[config.mk]
export PLATFORM = sky130hd
export DESIGN_NAME = fetch_unit
export DESIGN_NICKNAME = d
export VERILOG_FILES = /design/src/rtl/core_pkg.sv /design/src/rtl/fetch_queue.sv /design/src/rtl/fetch_unit.sv
export SDC_FILE = /design/constraint.sdc
export NUM_CORES = 1
export LEC_CHECK = 0
export CORE_MARGIN = 2
export CORE_UTILIZATION = 30
export DETAILED_ROUTE_END_ITERATION = 16
export SYNTH_ARGS = -nofsm -noshare
export SYNTH_HDL_FRONTEND = slang
export SYNTH_SLANG_ARGS = --single-unit
[constraint.sdc]
create_clock -name clk -period 9.7 [get_ports clk]
set_clock_uncertainty 0.1 [all_clocks]
set_input_delay 1.94 -clock clk [delete_from_list [all_inputs] [get_ports clk]]
set_output_delay 1.94 -clock clk [all_outputs]
set_load 0.05 [all_outputs]
[src/rtl/core_pkg.sv]
// Shared definitions for the synapse32 core: instruction width, NOP
// encoding, default reset PC and the fetch queue entry layout.
package core_pkg;

  localparam int unsigned INSTR_W = 32;
  localparam logic [INSTR_W-1:0] NOP_INSTR = 32'h0000_0013;
  localparam logic [31:0] RESET_PC_DEFAULT = 32'h0000_0000;

  typedef struct packed {
    logic [31:0]        pc;
    logic [INSTR_W-1:0] instr;
  } fetch_entry_t;

endpackage

[src/rtl/fetch_queue.sv]
// DEPTH-entry FIFO of fetch entries with push, pop and flush.
// Flush wins over push and pop; the head is read straight from storage.
module fetch_queue
  import core_pkg::*;
#(
  parameter int unsigned DEPTH = 2,
  parameter int unsigned PTR_W = $clog2(DEPTH),
  parameter int unsigned CNT_W = $clog2(DEPTH + 1)
) (
  input  logic             clk,
  input  logic             rst,
  input  logic             push_i,
  input  logic             pop_i,
  input  logic             flush_i,
  input  fetch_entry_t     data_i,
  output fetch_entry_t     head_o,
  output logic [CNT_W-1:0] count_o,
  output logic             empty_o,
  output logic             full_o
);

  fetch_entry_t     mem_q [DEPTH];
  logic [PTR_W-1:0] rd_ptr_q, rd_ptr_d;
  logic [PTR_W-1:0] wr_ptr_q, wr_ptr_d;
  logic [CNT_W-1:0] count_q, count_d;
  logic             do_push, do_pop;

  assign empty_o = (count_q == '0);
  assign full_o  = (count_q == CNT_W'(DEPTH));
  assign count_o = count_q;
  assign head_o  = mem_q[rd_ptr_q];

  // Pushing into a full queue is only legal when the head leaves this cycle.
  assign do_push = push_i & ~flush_i & (~full_o | pop_i);
  assign do_pop  = pop_i & ~flush_i & ~empty_o;

  always_comb begin
    rd_ptr_d = rd_ptr_q;
    wr_ptr_d = wr_ptr_q;
    count_d  = count_q;
    if (flush_i) begin
      rd_ptr_d = '0;
      wr_ptr_d = '0;
      count_d  = '0;
    end else begin
      if (do_push) wr_ptr_d = wr_ptr_q + PTR_W'(1);
      if (do_pop)  rd_ptr_d = rd_ptr_q + PTR_W'(1);
      if (do_push && !do_pop)      count_d = count_q + CNT_W'(1);
      else if (!do_push && do_pop) count_d = count_q - CNT_W'(1);
    end
  end

  always_ff @(posedge clk or posedge rst) begin
    if (rst) begin
      rd_ptr_q <= '0;
      wr_ptr_q <= '0;
      count_q  <= '0;
      for (int i = 0; i < int'(DEPTH); i++) mem_q[i] <= '0;
    end else begin
      rd_ptr_q <= rd_ptr_d;
      wr_ptr_q <= wr_ptr_d;
      count_q  <= count_d;
      if (do_push) mem_q[wr_ptr_q] <= data_i;
    end
  end

endmodule

[src/rtl/fetch_unit.sv]
// Instruction fetch stage: PC register, instruction memory addressing,
// fetch queue towards decode and redirect handling.
// Optional FETCH_MISALIGN_CHECK_EN: misaligned redirects set a sticky error and halt fetch.
module fetch_unit
  import core_pkg::*;
#(
  parameter logic [31:0] RESET_PC = RESET_PC_DEFAULT,
  parameter int unsigned ADDR_W   = 5,
  parameter int unsigned DEPTH    = 2
) (
  input  logic               clk,
  input  logic               rst,
  input  logic               fetch_en_i,
  output logic [ADDR_W-1:0]  imem_addr_o,
  input  logic [INSTR_W-1:0] imem_data_i,
  input  logic               redirect_valid_i,
  input  logic [31:0]        redirect_pc_i,
  output logic               out_valid_o,
  input  logic               out_ready_i,
  output logic [31:0]        out_pc_o,
  output logic [INSTR_W-1:0] out_instr_o,
  output logic [31:0]        pc_o,
  output logic               misalign_err_o
);

  localparam int unsigned CNT_W = $clog2(DEPTH + 1);

  logic [31:0]      pc_q, pc_d;
  logic             halted;
  logic             push, pop;
  logic             q_empty, q_full;
  logic [CNT_W-1:0] q_count_unused;
  fetch_entry_t     q_in, q_head;

  assign imem_addr_o = pc_q[ADDR_W+1:2];
  assign pc_o        = pc_q;

  assign out_valid_o = ~q_empty;
  assign out_pc_o    = q_head.pc;
  assign out_instr_o = q_head.instr;

  assign pop  = out_valid_o & out_ready_i;
  assign push = fetch_en_i & ~redirect_valid_i & ~halted & (~q_full | pop);

  assign q_in.pc    = pc_q;
  assign q_in.instr = imem_data_i;

  always_comb begin
    pc_d = pc_q;
    if (redirect_valid_i) pc_d = {redirect_pc_i[31:2], 2'b00};
    else if (push)        pc_d = pc_q + 32'd4;
  end

  always_ff @(posedge clk or posedge rst) begin
    if (rst) pc_q <= RESET_PC;
    else     pc_q <= pc_d;
  end

`ifdef FETCH_MISALIGN_CHECK_EN
  logic misalign_q, misalign_d;

  always_comb begin
    misalign_d = misalign_q;
    if (redirect_valid_i && (redirect_pc_i[1:0] != 2'b00)) misalign_d = 1'b1;
  end

  always_ff @(posedge clk or posedge rst) begin
    if (rst) misalign_q <= 1'b0;
    else     misalign_q <= misalign_d;
  end

  assign halted         = misalign_q;
  assign misalign_err_o = misalign_q;
`else
  // Low target bits are don't-care when the check is compiled out.
  logic unused_redirect_lsb;
  assign unused_redirect_lsb = |redirect_pc_i[1:0];
  assign halted              = 1'b0;
  assign misalign_err_o      = 1'b0;
`endif

  fetch_queue #(
    .DEPTH (DEPTH)
  ) u_queue (
    .clk     (clk),
    .rst     (rst),
    .push_i  (push),
    .pop_i   (pop),
    .flush_i (redirect_valid_i),
    .data_i  (q_in),
    .head_o  (q_head),
    .count_o (q_count_unused),
    .empty_o (q_empty),
    .full_o  (q_full)
  );

endmodule

# Yosys cells after proc, flatten, opt, wreduce, memory -nomap -nowiden
# Index checks and enable logic that the tools add are counted.
[op_classes] n_addsub=5 n_lt_le_gt_ge=3 n_eq_ne=1 muxes=15 bitwise=13 n_reduce_logical=10
[op_table] op="$mux 64" count=4
[op_table] op="$bwmux 128" count=1
[op_table] op="$demux 64 s1" count=1
[op_table] op="$mux 32" count=2
[op_table] op="$add 32x3->32 const B" count=1
[op_table] op="$and 1x1->1" count=7
[op_table] op="$mux 2" count=3
[op_table] op="$reduce_bool 2->1" count=3
[op_table] op="$ge 2x2->1 const B" count=2
[op_table] op="$mux 1" count=4
[op_table] op="$not 1->2" count=2
[op_table] op="$logic_and 1x1->1" count=3
[op_table] op="$not 1->1" count=3
[op_table] op="$reduce_bool 3->1" count=1
[op_table] op="$add 1x1->1 const B" count=2
[op_table] op="$add 2x1->2 const B" count=1
[op_table] op="$eq 2x2->1 const B" count=1
[op_table] op="$logic_not 1->1" count=2
[op_table] op="$logic_not 2->1" count=1
[op_table] op="$lt 2x1->1 const B" count=1
[op_table] op="$sub 2x1->2 const B" count=1
[op_table] op="$or 1x1->1" count=1
[totals] reg_bits=164 input_bits=69 out_inout_bits=103 word_cells=55

# Depth between registers and ports, before layout
# Gate-level depths: netlist of run 1.
[logic_depth] depth_word=12 depth_mapped=7

# Hierarchy
# A second synthesis of run 1 with hierarchy kept.
[hier_totals] hier_cells=610 hier_area_um2=7968.9
[by_module_without_submodules] mod="fetch_queue" instances=1 cells_per_inst=366 area_per_inst_um2=5916.9
[by_module_without_submodules] mod="fetch_unit" instances=1 cells_per_inst=244 area_per_inst_um2=2052.0

# Least setup slack after synthesis of run 1
# Ideal clock, no wire load.
[synth_path] path_kind="in2reg" from="input fetch_en_i" to="register pc_q[19], in the netlist pc_o[19]" setup_time_ns=0.082 t_arrival_ns=3.410 t_required_ns=9.518 path_slack_ns=6.109 cell_stages=5 n_path_buf=1 path_cell_list="nand3_2 -> or4_4 -> buf_6 -> or4_1 -> a31oi_1"
[synth_between] elab_chain_len=3
[synth_rtl] item="from (decl)" line="fetch_unit.sv:13" rtl="input logic fetch_en_i,"
[synth_rtl] item="$and 1x1->1 (2 in a row)" line="fetch_unit.sv:43" rtl="assign push = fetch_en_i & ~redirect_valid_i & ~halted & (~q_full | pop);"
[synth_rtl] item="$reduce_bool 2->1 (no line)"
[synth_rtl] item="to (signal assigned)" line="fetch_unit.sv:56" rtl="else pc_q <= pc_d;"
[synth_rtl] item="to (decl)" line="fetch_unit.sv:28" rtl="logic [31:0] pc_q, pc_d;"
# No other way between the ends.
# A chain may end at the register's enable or synchronous reset.

# Final worst setup path of run 1
[layout_path] from="register u_queue.rd_ptr_q" to="output out_pc_o[31]"
[layout_between] elab_chain_len=4
[layout_rtl] item="from (decl)" line="fetch_queue.sv:23" rtl="logic [PTR_W-1:0] rd_ptr_q, rd_ptr_d;"
[layout_rtl] item="from (signal assigned)" line="fetch_queue.sv:60" rtl="rd_ptr_q <= rd_ptr_d;"
[layout_rtl] item="$not 1->2 (not written as such)" line="fetch_queue.sv:31" rtl="assign head_o = mem_q[rd_ptr_q];"
[layout_rtl] item="$mux 64 (not written as such) (3 in a row)" line="fetch_queue.sv:31"
[layout_rtl] item="to (decl)" line="fetch_unit.sv:20" rtl="output logic [31:0] out_pc_o,"
# No other way between the ends. The select of a mux whose other input is x is not followed.

==> flow_metrics.tcl, run 1 <==
set metrics [dict create \
    status "completed" \
    cp_slowest_cell "clkdlybuf4s50_1" \
    start_kind "flip-flop" \
    report.final.slew_viol_count 0 \
    cts_made_buffers 17 \
    dieHeight_um 161 \
    grt_pass1_wl_mm 27.9 \
    final_util_pct 40.7 \
    ys_seq_area_share_pct 53.2 \
    cts_hold_buf 0 \
    worst_pin_slew_ns 0.966 \
    drt_pass1_iterations 4 \
    dp_slack_ns 5.15 \
    htreeDepth 4 \
    worstSetupPathType "flip-flop to output port" \
    use_met2_pct 21.2 \
    grt_max_degree 102 \
    die_x_um 161 \
    area_growth_pct 33.2 \
    cp_max_fo 63 \
    hpwl_mm 11.2 \
    drcViolationCount 0 \
    irDropWorstVdd_mv 0.119 \
    met3_usage_pct 4.55 \
    endpoint_kind "output port" \
    cts_tree "yes" \
    crit_buf_inv 2 \
    place_congestion 0.695 \
    antenna_found_initial 0 \
    die_area_mm2 0.0260 \
    boundaryPins 172 \
    post-route-min-period_ns 4.70 \
    io_buffers 164 \
    cts_resized 0 \
    clockBufferDepth 2 \
    synth_area_mm2 0.00743 \
    routed_wirelength_mm 17.4 \
    synth_edf_count 0 \
    initial_core_util_pct 30.5 \
    synth_seq_cells 158 \
    synth_ff_type "dfrtp_1" \
    core-area_mm2 0.0243 \
    grt_pass1_vias 5101 \
    fmax_mhz 213 \
    wire_per_inst_um 16.3 \
    hp-class "flip-flop to flip-flop" \
    min_to "u_queue.mem_q[66]$_DFFE_PP0P_" \
    ys_warn_count 0 \
    grtUsageTotal_pct 13.7 \
    cts_setup_buffers 0 \
    leakage_uw 0.00392 \
    postSynthAreaPerCell_um2 12.8 \
    cts.sinks 158 \
    met1_usage_pct 18.7 \
    cts.clk_slew.worst_paths_ns 0.06 \
    slew_headroom_pct 35.6 \
    min_from "u_queue.mem_q[66]$_DFFE_PP0P_" \
    hold_viol 0 \
    required_ns 7.66 \
    path_cells "buf_4 > mux2_2 > clkdlybuf4s50_1" \
    ant_nets 0 \
    critPathArrivalTime_ns 2.66 \
    whs_ns 0.382 \
    slowest_delay_ns 0.76 \
    power_uw 2430 \
    max-cap-violations 0 \
    r2r-end "pc_o[28]$_DFFE_PP0N_" \
    diodes 0 \
    clkLatencyLatePin_ns 0.41 \
    yosysUniqueCellTypes 45 \
    post-route-period-util_pct 48.4 \
    setup_viol 0 \
    netlist_instances 579 \
    layout-drive-gt1-share_pct 30.6 \
    crit_family "buffers and inverters" \
    drt_iter0_markers 163 \
    top_usage_layer "met2" \
    vias 4997 \
    r2r_cells 4 \
    p_per_area_mw_per_mm2 246 \
    rsz0062_at_grt "false" \
    finalSetupTns_ns 0 \
    r2r-start "pc_o[10]$_DFFE_PP0N_" \
    setup_ws_ns 5.00 \
    nFillCells 2290 \
    via_per_inst 4.70 \
    root_buffer "clkbuf_16" \
    grt_overflow 0 \
    min_path_cells 1 \
    async_flop_share_pct 100 \
    nets 799 \
    num_rows 57 \
    ff2ff_setup_slack_ns 7.10 \
]
[area by class of cell]
type | instances | area [um2] | share of cell area, %
clock buffer | 24 | 492 | 4.97
clock inverter | 5 | 81.3 | 0.822
inverter | 8 | 35.0 | 0.354
multi-input combinational | 371 | 3220 | 32.5
sequential | 158 | 3960 | 40.0
tap | 324 | 405 | 4.10
timing repair buffer | 173 | 1710 | 17.3
[Yosys cell counts (3+ instances only)]
cell type	instances	area share (%)
or2_2	3	0.25
nand4_1	4	0.34
or3_1	3	0.25
nor3_1	5	0.34
nor4b_1	3	0.35
dfrtp_1	158	53
xor2_1	4	0.47
nand3_1	9	0.61
xnor2_1	7	0.83
nand2_1	26	1.3
inv_1	7	0.35
mux2i_1	5	0.67
buf_1	7	0.35
a31oi_1	16	1.3
nor2_1	27	1.4
nor4_1	5	0.42
mux2_1	7	1.1
o21ai_0	13	0.88
or4_1	13	1.3
mux2_2	179	27
buf_4	10	1.0
buf_2	16	1.1
clkbuf_1	11	0.56
o31ai_1	11	1.1
[sequential cells by signal, indices dropped and copies added (netlist names)]
| register | flops |
|---|---|
| pc_o | 30 |
| u_queue.count_o | 2 |
| u_queue.mem_q | 124 |
| u_queue.rd_ptr_q | 1 |
| u_queue.wr_ptr_q | 1 |
[cells by family (layout without fill, tap and decap cells)]
logic type	Yosys count	in the layout	share of synthesized area [%]
mux	191	191	28.9
flops	158	158	53.2
simple gates	114	114	8.45
buf+inv	54	210	3.71
compound gates	49	49	4.24
xor+xnor	11	11	1.30
fa+ha+maj	1	1	0.168
other cells	1	5	0.0505
[worst max-delay path by stage]
stage / from / to / slack [ns] / depth (start not counted)
global route: u_queue.rd_ptr_q$_DFFE_PP0P_ / out_pc_o[30] / 4.85 / 3
global placement: out_ready_i / u_queue.mem_q[51]$_DFFE_PP0P_ / 5.15 / 7
CTS: u_queue.rd_ptr_q$_DFFE_PP0P_ / out_pc_o[30] / 4.92 / 3
finish: u_queue.rd_ptr_q$_DFFE_PP0P_ / out_pc_o[31] / 5.00 / 3
detailed placement: out_ready_i / u_queue.mem_q[24]$_DFFE_PP0P_ / 5.15 / 7
floorplan: rst / pc_o[10]$_DFFE_PP0N_ / 3.40 / 1
[layout by cell type, fill, tap and decap left out, types with 4 or more instances in the layout]
master	instances
mux2_2	179
clkdlybuf4s50_1	164
dfrtp_1	157
nor2_1	27
nand2_1	26
clkbuf_16	17
a31oi_1	16
o21ai_0	13
or4_1	13
o31ai_1	11
nand3_1	9
buf_4	9
mux2_1	7
xnor2_1	7
inv_1	6
mux2i_1	5
nor4_1	5
nor3_1	5
conb_1	5
xor2_1	4
nand4_1	4
clkbuf_8	4
[layer usage]
layer / part of all wire, % / vias to the layer above / wire [um]
li1: - / 2384 / -
met1: 48 / 2487 / 8330
met2: 46 / 121 / 8010
met3: 5.4 / 5 / 936
met4: 0.56 / 0 / 97
met5: 0 / - / 0
[stage by stage]
step / cells / area, um2
3_5_place_dp: 1034 / 9330
5_1_grt: 1063 / 9900
2_1_floorplan: 583 / 7440
6_report: 1063 / 9900
4_1_cts: 1063 / 9900
3_3_place_gp: 1034 / 9330
[power breakdown]
| part | leakage, uW | internal [uW] | total, uW | switching, uW |
|---|---|---|---|---|
| combinational | 0.00178 | 364 | 853 | 489 |
| sequential | 0.00186 | 822 | 915 | 92.6 |
| clock | 0.000279 | 403 | 663 | 259 |
| total | 0.00392 | 1590 | 2430 | 841 |
Power figures use the tool's default switching activity.
==> run 2, diff against run 1 <==
==> constraint.sdc (replaced) <==
create_clock -name clk -period 4.3 [get_ports clk]
set_clock_uncertainty 0.1 [all_clocks]
set_input_delay 0.86 -clock clk [delete_from_list [all_inputs] [get_ports clk]]
set_output_delay 0.86 -clock clk [all_outputs]
set_load 0.05 [all_outputs]
==> flow_metrics.tcl, run 2 (synthesized netlist as in run 1, its figures left out) <==
set metrics [dict create \
    place_congestion 0.700 \
    rsz0062_at_grt "false" \
    die_x_um 161 \
    max-cap-violations 0 \
    post-route-period-util_pct 84.2 \
    worstSetupPathType "flip-flop to output port" \
    initial_core_util_pct 30.5 \
    cts_made_buffers 17 \
    boundaryPins 172 \
    grtUsageTotal_pct 14.0 \
    endpoint_kind "output port" \
    hpwl_mm 11.3 \
    grt_pass1_vias 5173 \
    nFillCells 2350 \
    p_per_area_mw_per_mm2 563 \
    final_common_cell "mux2_2" \
    via_per_inst 4.76 \
    area_growth_pct 34.6 \
    cp_max_fo 34 \
    cts_setup_buffers 0 \
    cts.sinks 158 \
    root_buffer "clkbuf_16" \
    report.final.slew_viol_count 0 \
    htreeDepth 4 \
    ant_nets 0 \
    power_uw 5630 \
    cts.clk_slew.worst_paths_ns 0.06 \
    required_ns 3.34 \
    clkLatencyLatePin_ns 0.42 \
    cp.depth 3 \
    grt_overflow 0 \
    wire_per_inst_um 16.6 \
    grt_pass1_wl_mm 28.8 \
    core-area_mm2 0.0243 \
    layout-drive-gt1-share_pct 31.2 \
    worst_pin_slew_ns 0.897 \
    vias 5081 \
    io_buffers 164 \
    place_inst 1035 \
    drt_iter0_markers 307 \
    status "completed" \
    fin_cells 1067 \
    critPathArrivalTime_ns 2.66 \
    antenna_found_initial 0 \
    crit_buf_inv 2 \
    cts_hold_buf 0 \
    irDropWorstVdd_mv 0.249 \
    drcViolationCount 0 \
    cts_tree "yes" \
    diodes 0 \
    hold_viol 0 \
    die_area_mm2 0.0260 \
    setup_viol 0 \
    start_kind "flip-flop" \
    cp_slowest_cell "dfrtp_4" \
    clockBufferDepth 2 \
    r2r_cells 4 \
    fmax_mhz 276 \
    regMostFlops "u_queue.mem_q" \
    dieHeight_um 161 \
    num_rows 57 \
    leakage_uw 0.00396 \
    finalSetupTns_ns 0 \
    grt_max_degree 159 \
    largest_register_ffs 124 \
    dpl_cell_area_mm2 0.00936 \
    path_cells "buf_4 > mux2_2 > clkdlybuf4s50_1" \
    hp-class "flip-flop to flip-flop" \
    crit_family "buffers and inverters" \
    post-route-min-period_ns 3.62 \
    min_path_cells 1 \
    slew_headroom_pct 40.2 \
    slowest_delay_ns 0.78 \
    nets 800 \
    cts_resized 0 \
    drt_pass1_iterations 4 \
    routed_wirelength_mm 17.7 \
    most-common-layout-cells "mux2_2, clkdlybuf4s50_1, dfrtp_1" \
    postLayoutCellArea_mm2 0.0100 \
]
## run 2: cell types whose count changed in the layout (fill, tap and decap cells not counted), sizes merged
cell and delta:
clkbuf -4, inv +1, buf +1, bufinv +2, clkinvlp +2, clkinv +2
## run 2: worst reg2reg max path, delay by kind of cell, from the launching register on
| kind | cells | cell delay, ns |
|---|---|---|
| AND/OR/NAND/NOR | 3 | 1.76 |
| flip-flops | 1 | 0.53 |
| AO/OA/AOI/OAI | 1 | 0.17 |
## run 2: cell type report
type                            count  area, um2  share of cell area (%)
Clock buffer                       20        457                    4.57
Clock inverter                     12        180                    1.80
Inverter                            8       33.8                   0.338
Multi-Input combinational cell    371       3220                    32.2
Sequential cell                   158       3960                    39.6
Tap cell                          324        405                    4.06
Timing Repair Buffer              174       1740                    17.4
## run 2: worst paths after layout
path | from | end | slack, ns
min in group asynchronous | rst | u_queue.mem_q[11]$_DFFE_PP0P_ | 0.95
max reg2reg | pc_o[11]$_DFFE_PP0N_ | pc_o[26]$_DFFE_PP0N_ | 1.67
max in group asynchronous | rst | u_queue.rd_ptr_q$_DFFE_PP0P_ | 2.40
max | u_queue.rd_ptr_q$_DFFE_PP0P_ | out_instr_o[31] | 0.68
min | u_queue.mem_q[66]$_DFFE_PP0P_ | u_queue.mem_q[66]$_DFFE_PP0P_ | 0.39
min reg2reg | u_queue.mem_q[66]$_DFFE_PP0P_ | u_queue.mem_q[66]$_DFFE_PP0P_ | 0.39
## run 2: through the flow
stage	setup slack [ns]	hold WS [ns]	util, %
finish	0.679	0.385	41.1
floorplan	1.34	0.354	-
global placement	0.878	0.365	38.5
detailed placement	0.870	0.375	38.5
CTS	0.599	0.391	41.1
global route	0.548	0.412	41.1
## run 2: where the power goes
group | switching [uW] | internal [uW] | total [uW]
clock | 631 | 1010 | 1640
combinational | 1090 | 824 | 1910
sequential | 223 | 1850 | 2080
## run 2: per-layer routing
metal,global-route usage (%),routed length [um]
met1,19.6,8350
met2,21.6,8300
met3,3.18,833
met4,4.34,201
met5,0,0
==> run 3, diff against run 2 <==
==> constraint.sdc (replaced) <==
create_clock -name clk -period 3.41 [get_ports clk]
set_clock_uncertainty 0.1 [all_clocks]
set_input_delay 0.682 -clock clk [delete_from_list [all_inputs] [get_ports clk]]
set_output_delay 0.682 -clock clk [all_outputs]
set_load 0.05 [all_outputs]
==> flow_metrics.tcl, run 3 (synthesized netlist as in run 1, its figures left out) <==
set metrics [dict create \
    cts_tree "yes" \
    rsz0062_at_grt "false" \
    largest_register_ffs 124 \
    final_common_cell "mux2_2" \
    cts_hold_buf 0 \
    fmax_mhz 302 \
    die_x_um 161 \
    clockBufferDepth 2 \
    regMostFlops "u_queue.mem_q" \
    grt_pass1_vias 5213 \
    start_kind "flip-flop" \
    cts_setup_buffers 0 \
    report.final.slew_viol_count 0 \
    num_rows 57 \
    leakage_uw 0.00400 \
    hpwl_mm 11.9 \
    wire_per_inst_um 16.5 \
    core-area_mm2 0.0243 \
    p_per_area_mw_per_mm2 695 \
    grt_overflow 0 \
    status "completed" \
    place_inst 1044 \
    routed_wirelength_mm 17.8 \
    worstSetupPathType "flip-flop to output port" \
    slew_headroom_pct 41.5 \
    vias 5090 \
    boundaryPins 172 \
    max-cap-violations 0 \
    htreeDepth 4 \
    post-route-period-util_pct 97.1 \
    post-route-min-period_ns 3.31 \
    cts_made_buffers 17 \
    cts.sinks 158 \
    ant_nets 0 \
    finalSetupTns_ns 0 \
    root_buffer "clkbuf_16" \
    grtUsageTotal_pct 14.0 \
    required_ns 2.63 \
    grt_pass1_wl_mm 28.6 \
    diodes 0 \
    grt_max_degree 68 \
    nets 809 \
    final_util_pct 41.4 \
    nFillCells 2307 \
    setup_viol 0 \
    cts.clk_slew.worst_paths_ns 0.07 \
    worst_pin_slew_ns 0.870 \
    hp-class "flip-flop to flip-flop" \
    most-common-layout-cells "mux2_2, clkdlybuf4s50_1, dfrtp_1" \
    place_congestion 0.721 \
    drt_pass1_iterations 4 \
    irDropWorstVdd_mv 0.290 \
    clkLatencyLatePin_ns 0.42 \
    endpoint_kind "output port" \
    drcViolationCount 0 \
    area_growth_pct 35.5 \
    die_area_mm2 0.0260 \
    fin_cells 1076 \
    cp_max_fo 27 \
    layout-drive-gt1-share_pct 32.2 \
    initial_core_util_pct 30.5 \
    critPathArrivalTime_ns 2.53 \
    antenna_found_initial 0 \
    cts_resized 0 \
    drt_iter0_markers 222 \
    dieHeight_um 161 \
    hold_viol 0 \
    via_per_inst 4.73 \
    io_buffers 164 \
]
==> run 3: cell count changes in the layout (fill, tap and decap cells not counted), sizes merged <==
cell,change
buf,+9
bufinv,-2
clkinv,+3
inv,-1
==> run 3: layout make-up <==
type	count	area [um2]	share of cell area, %
Inverter	8	33.8	0.336
Sequential cell	158	3960	39.3
Clock inverter	12	134	1.33
Clock buffer	20	467	4.64
Tap cell	324	405	4.03
Timing Repair Buffer	183	1850	18.3
Multi-Input combinational cell	371	3220	32.0
==> run 3: critical path, cell delays in order (launching register included) <==
cell and delay, ns:
dfrtp_4 0.75, buf_4 0.29, mux2_2 0.36, clkdlybuf4s50_1 0.71
==> run 3: power by group <==
group / internal, uW / total (uW) / switching [uW]
Combinational: 1050 / 2430 / 1370
Clock: 1140 / 1950 / 807
Sequential: 2340 / 2620 / 281
Total: 4530 / 7000 / 2460
==> run 3: path summary, 6_finish.rpt <==
path | start | to | slack, ns | depth (start not counted)
setup / recovery | u_queue.rd_ptr_q$_DFFE_PP0P_ | out_pc_o[10] | 0.1 | 3
hold / removal | u_queue.mem_q[64]$_DFFE_PP0P_ | u_queue.mem_q[64]$_DFFE_PP0P_ | 0.39 | 1
setup reg to reg | u_queue.count_o[1]$_DFFE_PP0P_ | pc_o[18]$_DFFE_PP0N_ | 1.07 | 6
hold reg to reg | u_queue.mem_q[64]$_DFFE_PP0P_ | u_queue.mem_q[64]$_DFFE_PP0P_ | 0.39 | 1
max in group asynchronous | rst | u_queue.mem_q[38]$_DFFE_PP0P_ | 1.91 | 3
min in group asynchronous | rst | u_queue.mem_q[77]$_DFFE_PP0P_ | 0.55 | 2
==> run 3: per-stage QoR <==
stage / hold WS, ns / instance area [um2] / setup WS (ns) / power, uW
2_1_floorplan: 0.354 / 7450 / 0.627 / 4350
3_3_place_gp: 0.363 / 9470 / 0.322 / 5070
3_5_place_dp: 0.373 / 9470 / 0.328 / 5100
4_1_cts: 0.389 / 10100 / 0.0353 / 7100
5_1_grt: 0.398 / 10100 / 0.000657 / 7350
6_report: 0.385 / 10100 / 0.0978 / 7000
==> run 3: metal layers <==
metal	up-vias	GRT usage, %	share of wire [%]
li1	2419	-	-
met1	2531	19.4	48
met2	121	21.3	45
met3	19	3.78	5.3
met4	0	4.55	1.5
met5	-	0	0
==> RTL change 1 (flow settings as in run 2) <==
The option `FETCH_MISALIGN_CHECK_EN` is turned on by a define.
--- a/src/rtl/fetch_unit.sv
+++ b/src/rtl/fetch_unit.sv
@@ -2,4 +2,6 @@
 // fetch queue towards decode and redirect handling.
 // Optional FETCH_MISALIGN_CHECK_EN: misaligned redirects set a sticky error and halt fetch.
+`define FETCH_MISALIGN_CHECK_EN
+
 module fetch_unit
   import core_pkg::*;
Check against the original RTL: not equivalent (a bounded check fails within 4 cycles, from zero or initial values and one cycle with rst high).
==> RTL change 1 against run 2 <==
  * Area after synthesis increased by 1.1%
  * Sequential cell count increased by 1
  * Register-to-register slack improved by 0.30 ns
  * Global-route usage increased by 1.3 points
  * Sequential share of layout area decreased by 0.32 points
  * Final area increased by 1.5%
  * Largest cell class unchanged
  * First-iteration DRC count increased by 15%
  * Synthesized cell count increased by 1.6%
  * Routed wire length increased by 10%
  * Critical path depth unchanged
  * Final cell count increased by 1.7%
  * Worst setup slack got worse by 0.075 ns
Power is not compared: it rests on default switching activity, and its combinational part moved more than twofold at a synthesized area within 25%.
==> RTL change 1: results (changes against run 2) <==
status completed; adder-cell share of the synthesized area 0.167% (-0.0018 points); Critical R2R Capture pc_o[17]; Data buffer area share 18.1% (+0.66 points); Synth cell types 46 (+2.2%); multi-input logic cell count 380 (+2.4%); crit path DAT 2.74 ns (+0.08 ns); Storage cell area 3980 um^2 (+0.63%); Min Hold Slack 0.377 ns (-0.00853 ns); Post-DP HPWL 13.0 mm (+15%); met2 global-route usage 23.4% (+1.8 points); DP Worst Slack 1.01 ns (+0.140 ns); metal2 WL 8.84 mm (+6.5%); reg-to-reg slack, setup 1.97 ns (+0.30 ns); dpl cells 1052 (+1.6%); routed wire length 19.5 mm (+10%); nets 817 (+2.1%); bufs w/o clock 182 (+4.6%); share of the synthesized area in the top cell type 53.0% (-0.23 points); Worst Hold Launch u_queue.mem_q[58]; diode count 1 (+1); vias in the first global route 5492 (+6.2%); Cells after Synth 588 (+1.6%); clock-cell share of area 5.92% (-0.45 points); multi-input gate share of total cell area 32.4% (+0.18 points); Logic inverters 7 (-1); end point of the critical path out_instr_o[20]; xor/xnor share of the synthesized area 0.583% (-0.71 points); largest net degree at the start of global routing 52 (-67%); sequential area share after synthesis 53.0% (-0.23 points); ranking of synthesized cells by area dfrtp_1 53%, mux2_2 27%, nand2_1 2.2%, buf_4 1.7%, a221o_1 1.5%; Via density 4.83 (+1.4%); Layout clock buffers 22 (+10%)
==> RTL change 1: cell types whose count changed in the layout (fill, tap and decap cells not counted), sizes merged, moves of 6 or more <==
| cell | change |
|---|---|
| o211ai | +10 |
| a31oi | -12 |
| nor2 | -10 |
| o31ai | -11 |
| nand2 | +18 |
| nand3 | +8 |
| or4 | -12 |
| a221o | +11 |
| nand4 | +6 |
==> RTL change 1: cell families (layout without fill, tap and decap cells) <==
group                      Yosys count  after routing
AOI/OAI and AO/OA                   59             59
and+or+nand+nor                    125            125
adders and majority gates            1              1
other                                1              5
xor gates and xnor gates             5              5
muxes                              186            186
DFF                                159            159
buffers and inverters               52            221
==> RTL change 1: worst max-delay path: stages, from the launching register on <==
cell             delay (ns)
dfrtp_4                0.86
buf_4                  0.36
mux2_2                 0.36
clkdlybuf4s50_1        0.72
==> RTL change 2 (flow settings as in run 2) <==
Without the edit above. Set the parameter `ADDR_W` to 6 (it was 5).
--- a/src/rtl/fetch_unit.sv
+++ b/src/rtl/fetch_unit.sv
@@ -6,5 +6,5 @@
 #(
   parameter logic [31:0] RESET_PC = RESET_PC_DEFAULT,
-  parameter int unsigned ADDR_W   = 5,
+  parameter int unsigned ADDR_W   = 6,
   parameter int unsigned DEPTH    = 2
 ) (
Ports: changed (resized imem_addr_o); port bits go from 172 to 173. The function was not compared with the original's and may differ.
==> RTL change 2 against run 2 <==
  * Worst setup slack better by 0.011 ns
  * Area after synthesis is 0.10% higher
  * Total power is 2.8% lower
  * Routed wire length is 1.0% higher
  * Final area is 0.19% lower
  * Sequential cell count stayed put
  * Highest routed layer unchanged
  * Worst hold slack worse by 0.0018 ns
==> RTL change 2: results (changes against run 2) <==
slowest library cell on the worst path dfrtp_4; Avg Inst Size Synth 12.8 um^2 (about the same); ranking of synthesized cells by area dfrtp_1 53%, mux2_2 27%, nor2_1 1.4%, a31oi_1 1.3%, nand2_1 1.3%; vias 5062 (-0.37%); largest reg by FF count u_queue.mem_q; vias in the first global route 5268 (+1.8%); worst vdd ir 0.000280 V (+12%); fill cell total of the finished layout 2324 (-1.1%); all-layer global routing usage 14.1% (+0.14 points); adder-cell share of the synthesized area 0.168% (-0.00017 points); dpl cells 1041 (+0.58%); Compound-Gate Fraction of Synth Area 4.24% (-0.0043 points); Largest register FFs 124 (unchanged); routed wire length 17.9 mm (+1.0%); yosys warns 0 (unchanged); Synth cell types 45 (unchanged); xor/xnor share of the synthesized area 1.30% (-0.0013 points); Post-DP HPWL 11.9 mm (+5.1%); Leakage 3.95 nW (-0.27%); nets 806 (+0.75%); first-pass iteration count of the detailed router 4 (unchanged); sequential area share after synthesis 53.2% (-0.054 points); status completed; first-pass GRT wire length 29.2 mm (+1.6%); fin cells 1073 (+0.56%); Max Fanout on Critical Path 30 (-12%); initial drt markers 211 (-31%); Worst slew margin 47.6% (+7.4 points); crit path DAT 2.65 ns (about the same); post-CTS sizing 0 (unchanged); Root Driver clkbuf_16; largest net degree at the start of global routing 76 (-52%); setup repair bufs after CTS 0 (unchanged); multiplexer share of the synthesized area 28.8% (-0.029 points); Slowest Stage Delay on Critical Path 0.77 ns; routability cong. 0.685 (-2.1%); clk_lat worst skew 0.42 ns (about the same); PortBufs 165 (+0.61%); layout cells sized above 1 31.8% (+0.55 points)
## RTL change 2: final cells by class
type                            instances  area [um^2]  area share, %
Multi-Input combinational cell        371         3220           32.3
Clock buffer                           18          439           4.40
Clock inverter                         14          131           1.32
Tap cell                              324          405           4.06
Sequential cell                       158         3960           39.7
Timing Repair Buffer                  180         1790           17.9
Inverter                                8         33.8          0.339
## RTL change 2: path summary, 6_finish.rpt
check | start | slack [ns] | end | cells after the start
setup / recovery | u_queue.rd_ptr_q | 0.69 | out_pc_o[30] | 3
hold / removal | u_queue.mem_q[70] | 0.38 | u_queue.mem_q[70] | 1
setup reg to reg | pc_o[10] | 1.72 | pc_o[26] | 4
hold reg to reg | u_queue.mem_q[70] | 0.38 | u_queue.mem_q[70] | 1
max in group asynchronous | rst | 2.74 | u_queue.rd_ptr_q | 3
min in group asynchronous | rst | 0.65 | u_queue.mem_q[3] | 2
## RTL change 2: worst max-delay path: cells and delay by family, from the launching register on
kind	cells	cell delay [ns]
flops	1	0.77
buf+inv	2	1.09
mux	1	0.37
## RTL change 2: per-stage QoR
stage                     instance area [um^2]  hold slack [ns]  setup slack [ns]  utilization (%)
after floorplan                           7460            0.354              1.34                -
after global placement                    9410            0.365             0.856             38.7
after detailed placement                  9410            0.371             0.853             38.7
after CTS                                 9980            0.386             0.613             41.0
after global routing                      9980            0.395             0.529             41.0
final                                     9980            0.383             0.689             41.0
## RTL change 2: metal layers
layer / global-route usage (%) / vias to the layer above / routed length, um
met5: 0 / - / 0
met3: 4.65 / 5 / 970
li1: - / 2405 / -
met2: 22.5 / 115 / 8460
met1: 18.8 / 2537 / 8340
met4: 3.04 / 0 / 97
## RTL change 2: kinds of logic after synthesis
kind of cell | Yosys count
compound gates | 49
xor+xnor | 11
fa+ha+maj | 1
buf+inv | 55
flops | 158
mux | 191
other cells | 1
simple gates | 114
## RTL change 2: power by group
group,leakage [nW],internal [mW],switching (mW)
Sequential,1.86,1.85,0.222
Clock,0.271,0.822,0.649
Combinational,1.82,0.829,1.10
Total,3.95,3.51,1.97
